--- src/rtl/mem_arbiter_n.sv ---
// N-port 256-bit block arbiter between L1 requesters and L2, one L2 transaction at a time.
// Define MEM_ARB_RR_EN for round-robin arbitration; otherwise fixed priority, port 0 highest.
module mem_arbiter_n #(
  parameter int NUM_PORTS = 2,
  parameter int ADDR_W    = 16,
  parameter int DATA_W    = 256,
  localparam int IDX_W    = $clog2(NUM_PORTS)
) (
  input  logic                          clk,
  input  logic                          reset,
  input  logic [NUM_PORTS-1:0]          port_read,
  input  logic [NUM_PORTS-1:0]          port_write,
  input  logic [NUM_PORTS*ADDR_W-1:0]   port_address,
  input  logic [NUM_PORTS*DATA_W-1:0]   port_wdata,
  output logic [DATA_W-1:0]             port_rdata,
  output logic [NUM_PORTS-1:0]          port_resp,
  output logic                          l2_read,
  output logic                          l2_write,
  output logic [ADDR_W-1:0]             l2_address,
  output logic [DATA_W-1:0]             l2_wdata,
  input  logic                          l2_resp,
  input  logic [DATA_W-1:0]             l2_rdata,
  output logic                          busy,
  output logic [IDX_W-1:0]              grant_idx
);

  typedef enum logic [1:0] {
    IDLE = 2'd0,
    BUSY = 2'd1,
    RESP = 2'd2
  } state_e;

  state_e                 state_q;
  logic [NUM_PORTS-1:0]   req_s;
  logic [NUM_PORTS-1:0]   resp_onehot_s;
  logic [NUM_PORTS-1:0]   port_resp_q;
  logic                   any_req_s;
  logic [IDX_W-1:0]       winner_s;
  logic [IDX_W-1:0]       grant_idx_q;
  logic                   win_wr_s;
  logic [ADDR_W-1:0]      win_addr_s;
  logic [DATA_W-1:0]      win_wdata_s;
  logic [ADDR_W-1:0]      l2_address_q;
  logic [DATA_W-1:0]      l2_wdata_q;
  logic [DATA_W-1:0]      rdata_q;
  logic                   l2_read_q;
  logic                   l2_write_q;
  logic                   busy_q;

  assign req_s     = port_read | port_write;
  assign any_req_s = |req_s;

`ifdef MEM_ARB_RR_EN
  logic [IDX_W-1:0] rr_ptr_q;
  logic [IDX_W:0]   cand_s;

  // Scan downward from pointer+N-1 so the candidate closest to the pointer is assigned last.
  always_comb begin
    winner_s = '0;
    cand_s   = '0;
    for (int k = NUM_PORTS - 1; k >= 0; k--) begin
      cand_s   = {1'b0, rr_ptr_q} + (IDX_W+1)'(k);
      cand_s   = (cand_s >= (IDX_W+1)'(NUM_PORTS)) ? cand_s - (IDX_W+1)'(NUM_PORTS) : cand_s;
      winner_s = req_s[cand_s[IDX_W-1:0]] ? cand_s[IDX_W-1:0] : winner_s;
    end
  end

  // Pointer moves just past the winner on each grant.
  always_ff @(posedge clk or posedge reset) begin
    if (reset) begin
      rr_ptr_q <= '0;
    end else if (state_q == IDLE && any_req_s) begin
      rr_ptr_q <= (winner_s == IDX_W'(NUM_PORTS - 1)) ? '0 : winner_s + IDX_W'(1);
    end
  end
`else
  // Lowest requesting index wins.
  always_comb begin
    winner_s = '0;
    for (int k = NUM_PORTS - 1; k >= 0; k--) begin
      winner_s = req_s[k] ? IDX_W'(k) : winner_s;
    end
  end
`endif

  // Steer the winning port's fields; a port with read and write both set is a write.
  always_comb begin
    win_wr_s    = 1'b0;
    win_addr_s  = '0;
    win_wdata_s = '0;
    for (int k = 0; k < NUM_PORTS; k++) begin
      if (winner_s == IDX_W'(k)) begin
        win_wr_s    = port_write[k];
        win_addr_s  = port_address[k*ADDR_W +: ADDR_W];
        win_wdata_s = port_wdata[k*DATA_W +: DATA_W];
      end else begin
        win_wr_s    = win_wr_s;
      end
    end
  end

  assign resp_onehot_s = NUM_PORTS'(1) << grant_idx_q;

  // Transaction FSM; every output is a register written only here.
  always_ff @(posedge clk or posedge reset) begin
    if (reset) begin
      state_q      <= IDLE;
      port_resp_q  <= '0;
      grant_idx_q  <= '0;
      l2_address_q <= '0;
      l2_wdata_q   <= '0;
      rdata_q      <= '0;
      l2_read_q    <= 1'b0;
      l2_write_q   <= 1'b0;
      busy_q       <= 1'b0;
    end else begin
      case (state_q)
        IDLE: begin
          port_resp_q <= '0;
          if (any_req_s) begin
            grant_idx_q  <= winner_s;
            l2_address_q <= win_addr_s;
            if (win_wr_s) begin
              l2_wdata_q <= win_wdata_s;
            end
            l2_write_q   <= win_wr_s;
            l2_read_q    <= ~win_wr_s;
            busy_q       <= 1'b1;
            state_q      <= BUSY;
          end
        end
        BUSY: begin
          if (l2_resp) begin
            if (l2_read_q) begin
              rdata_q <= l2_rdata;
            end
            l2_read_q   <= 1'b0;
            l2_write_q  <= 1'b0;
            port_resp_q <= resp_onehot_s;
            state_q     <= RESP;
          end
        end
        RESP: begin
          port_resp_q <= '0;
          busy_q      <= 1'b0;
          grant_idx_q <= '0;
          state_q     <= IDLE;
        end
        default: begin
          port_resp_q <= '0;
          l2_read_q   <= 1'b0;
          l2_write_q  <= 1'b0;
          busy_q      <= 1'b0;
          grant_idx_q <= '0;
          state_q     <= IDLE;
        end
      endcase
    end
  end

  assign port_rdata = rdata_q;
  assign port_resp  = port_resp_q;
  assign l2_read    = l2_read_q;
  assign l2_write   = l2_write_q;
  assign l2_address = l2_address_q;
  assign l2_wdata   = l2_wdata_q;
  assign busy       = busy_q;
  assign grant_idx  = grant_idx_q;

endmodule

--- config.mk ---
export PLATFORM = sky130hd
export DESIGN_NAME = mem_arbiter_n
export DESIGN_NICKNAME = d
export VERILOG_FILES = /design/src/rtl/mem_arbiter_n.sv
export SDC_FILE = /design/constraint.sdc
export NUM_CORES = 1
export LEC_CHECK = 0
export CORE_AREA = 2 2 523 525
export CTS_CLUSTER_DIAMETER = 100
export DETAILED_ROUTE_END_ITERATION = 10
export DIE_AREA = 0 0 525 527
export GPL_TIMING_DRIVEN = 0
export SKIP_CTS_REPAIR_TIMING = 1
export SLEW_MARGIN = 20
export SYNTH_ARGS = -nofsm -noshare
export SYNTH_HDL_FRONTEND = slang
export SYNTH_SLANG_ARGS = --single-unit
--- constraint.sdc ---
create_clock -name clk -period 19.13 [get_ports clk]
set_clock_uncertainty 0.15 [all_clocks]
set_input_delay 1.913 -clock clk [delete_from_list [all_inputs] [get_ports clk]]
set_output_delay 1.913 -clock clk [all_outputs]
set_load 0.01 [all_outputs]
==> reports/results.ini <==
[clock_tree]
insertion_delay_ns=0.77
cts_tree=yes
cts_made_buffers=77
root_buffer=clkbuf_16
cts_buffer_depth=4
clk_transition_reported_paths_ns=0.06
h-tree-depth=3
clock-sinks=536

[die]
die-width_um=525
die_h_um=527
die_area_um2=277000
row_count=192
start_util_pct=8.63
core_um2=272000
pin_count=1341

[pwr]
p_per_area_nw_per_um2=141
peakVddDrop_v=0.0000615
leakage_nw=19.3
fin_total_pwr_w=0.00622

[critical_path]
cp_data_required_time_ns=19.58
crit_fanout=10
setup.worst_path.class=input port to register
r2r_start=state_q[1]
startpoint_type=input port
regToRegSetupSlack_ns=16.61
crit_path_start=port_write[0]
worstSetupEndpointType=register
r2r-end=l2_wdata[192]
worstPathArrival_ns=4.81
cp-endpoint=l2_wdata[129]
r2r_cells=5

[global_routing]
grt_overflow_total=0
antenna_found_initial=215
grt.total_usage_pct=14.3
grt_max_degree=102
grt_pass1_vias=21800
grt_first_pass_wirelength_mm=253

[timing]
max_slew.worst_pin.slew_ns=1.11
drv_slew=0
setup_tns_ns=0
slew_headroom_pct=26.2
period_minus_slack_ns=4.36
setup_violations=0
fmax_mhz=229
timing.final.ws_setup_ns=14.77
grt_setup_unrepaired=false
hold_violations=0
fin_crit_sh_pct=22.8

[placement]
portBuffers=1340
gp_congestion=0.965
hpwl_mm=182
pre_cts_slack_ns=13.92

[finish]
layout.nets=3990
drive_above_1_share_pct=14.9
layout_common_cells=1340 x clkdlybuf4s50_1, 536 x dfrtp_1, 273 x mux2i_1, 272 x nand2_1, 240 x mux2_4
utilization_pct=16.2
layout_commonest_cell=clkdlybuf4s50_1
fill_cells=29900
area_delta_synth_final_pct=88.1

[routing]
viasPerCell=3.16
drt_iter0_markers=1323
drc=0
drt-pass1-iter-count=5
ant_nets=0
wl_per_cell_um=29.8
wl_mm=205
num_vias=21700

[synth]
ys_warn_count=0
syn_nets=2566
synth_top_area_share_pct=57.2
avgSynthCellArea_um2=13.3
synth_area_um2=23400
ys_seq_area_share_pct=57.2
ys_top_cells_by_area=dfrtp_1 57%, mux2_4 15%, mux2i_1 12%
syn_inst=1759
yosysTopAreaCell=dfrtp_1
ys_types=30
ys_ff_latch=536

[job]
cap_violations=0

[min_path]
hold_class=register to register

[run_status]
status=complete, no violations

## cells by family after synthesis
group,share of synthesized area [%]
buffers and inverters,4.01
flip-flops,57.2
AO/OA/AOI/OAI,6.17
multiplexers,27.8
AND/OR/NAND/NOR,4.79
## worst max-delay path, cell delays in order
cell and delay (ns):
clkdlybuf4s50_1 0.56, nor2_1 0.08, o21ai_2 0.14, buf_4 0.43, buf_2 0.55, mux2i_1 0.93
o21ai_1 0.10
## area by class of cell
cell class	instances	area, µm²	share of cell area (%)
repair buffers	1345	13600	30.7
clock inverters	26	299	0.678
inverters	4	22.5	0.0511
clock buffers	100	2160	4.91
plain buffers	118	927	2.10
well taps	3589	4490	10.2
diodes	59	148	0.335
flip-flops and latches	536	13400	30.4
multi-input cells	1101	9090	20.6
## worst min path at each step
stage / from / end / slack, ns / cells past startpoint
after floorplan: l2_address[0] / l2_address[0] / 0.36 / 2
after global placement: l2_wdata[225] / l2_wdata[225] / 0.31 / 2
after detailed placement: l2_address[2] / l2_address[2] / 0.32 / 2
after CTS: l2_address[2] / l2_address[2] / 0.33 / 2
after global routing: l2_wdata[63] / l2_wdata[63] / 0.36 / 2
final: l2_address[2] / l2_address[2] / 0.33 / 2
## report_power, final
group,leakage (nW),internal (W),switching [W]
Clock,1.21,0.000851,0.000595
Sequential,6.56,0.00165,0.000375
Combinational,11.6,0.00149,0.00126
Total,19.3,0.00399,0.00223
## state kept, by name, indices dropped and copies added, names as in the netlist
register / cells
grant_idx: 1
l2_read: 1
l2_address: 16
l2_wdata: 256
port_rdata: 256
l2_write: 1
state_q: 2
busy: 1
port_resp: 2
## metrics by stage
stage / instances / hold slack (ns) / instance area [µm²]
2_1_floorplan: 1759 / 0.360 / 23400
3_3_place_gp: 6688 / 0.312 / 41300
3_5_place_dp: 6693 / 0.320 / 41500
4_1_cts: 6819 / 0.332 / 44000
5_1_grt: 6837 / 0.356 / 44000
6_report: 6878 / 0.330 / 44100
## cell usage after synthesis
cell type,instances
clkbuf_1,25
mux2_4,240
nor2_4,1
nor2_1,7
buf_4,18
nor2b_2,1
or2_2,1
dfrtp_1,536
o211ai_1,2
nor2_2,1
mux2_2,16
a21oi_1,2
nor4_1,1
a211oi_1,1
mux2i_1,273
o21ai_2,1
and3_1,1
buf_2,22
inv_1,4
nand2_4,1
o21a_1,1
o21ai_1,70
nand2_1,272
nand2b_4,1
clkbuf_4,1
o21ai_0,206
o21ai_4,1
buf_6,51
nand2b_1,1
clkbuf_2,1
## routing by layer
| metal | routed length (µm) | part of all wire [%] | track usage (%) |
|---|---|---|---|
| met4 | 8930 | 4.4 | 5.35 |
| met5 | 677 | 0.33 | 0 |
| met3 | 26500 | 13 | 7.84 |
| met1 | 78500 | 38 | 16.1 |
| met2 | 90400 | 44 | 22.4 |
(Power assumes the default switching activity.)
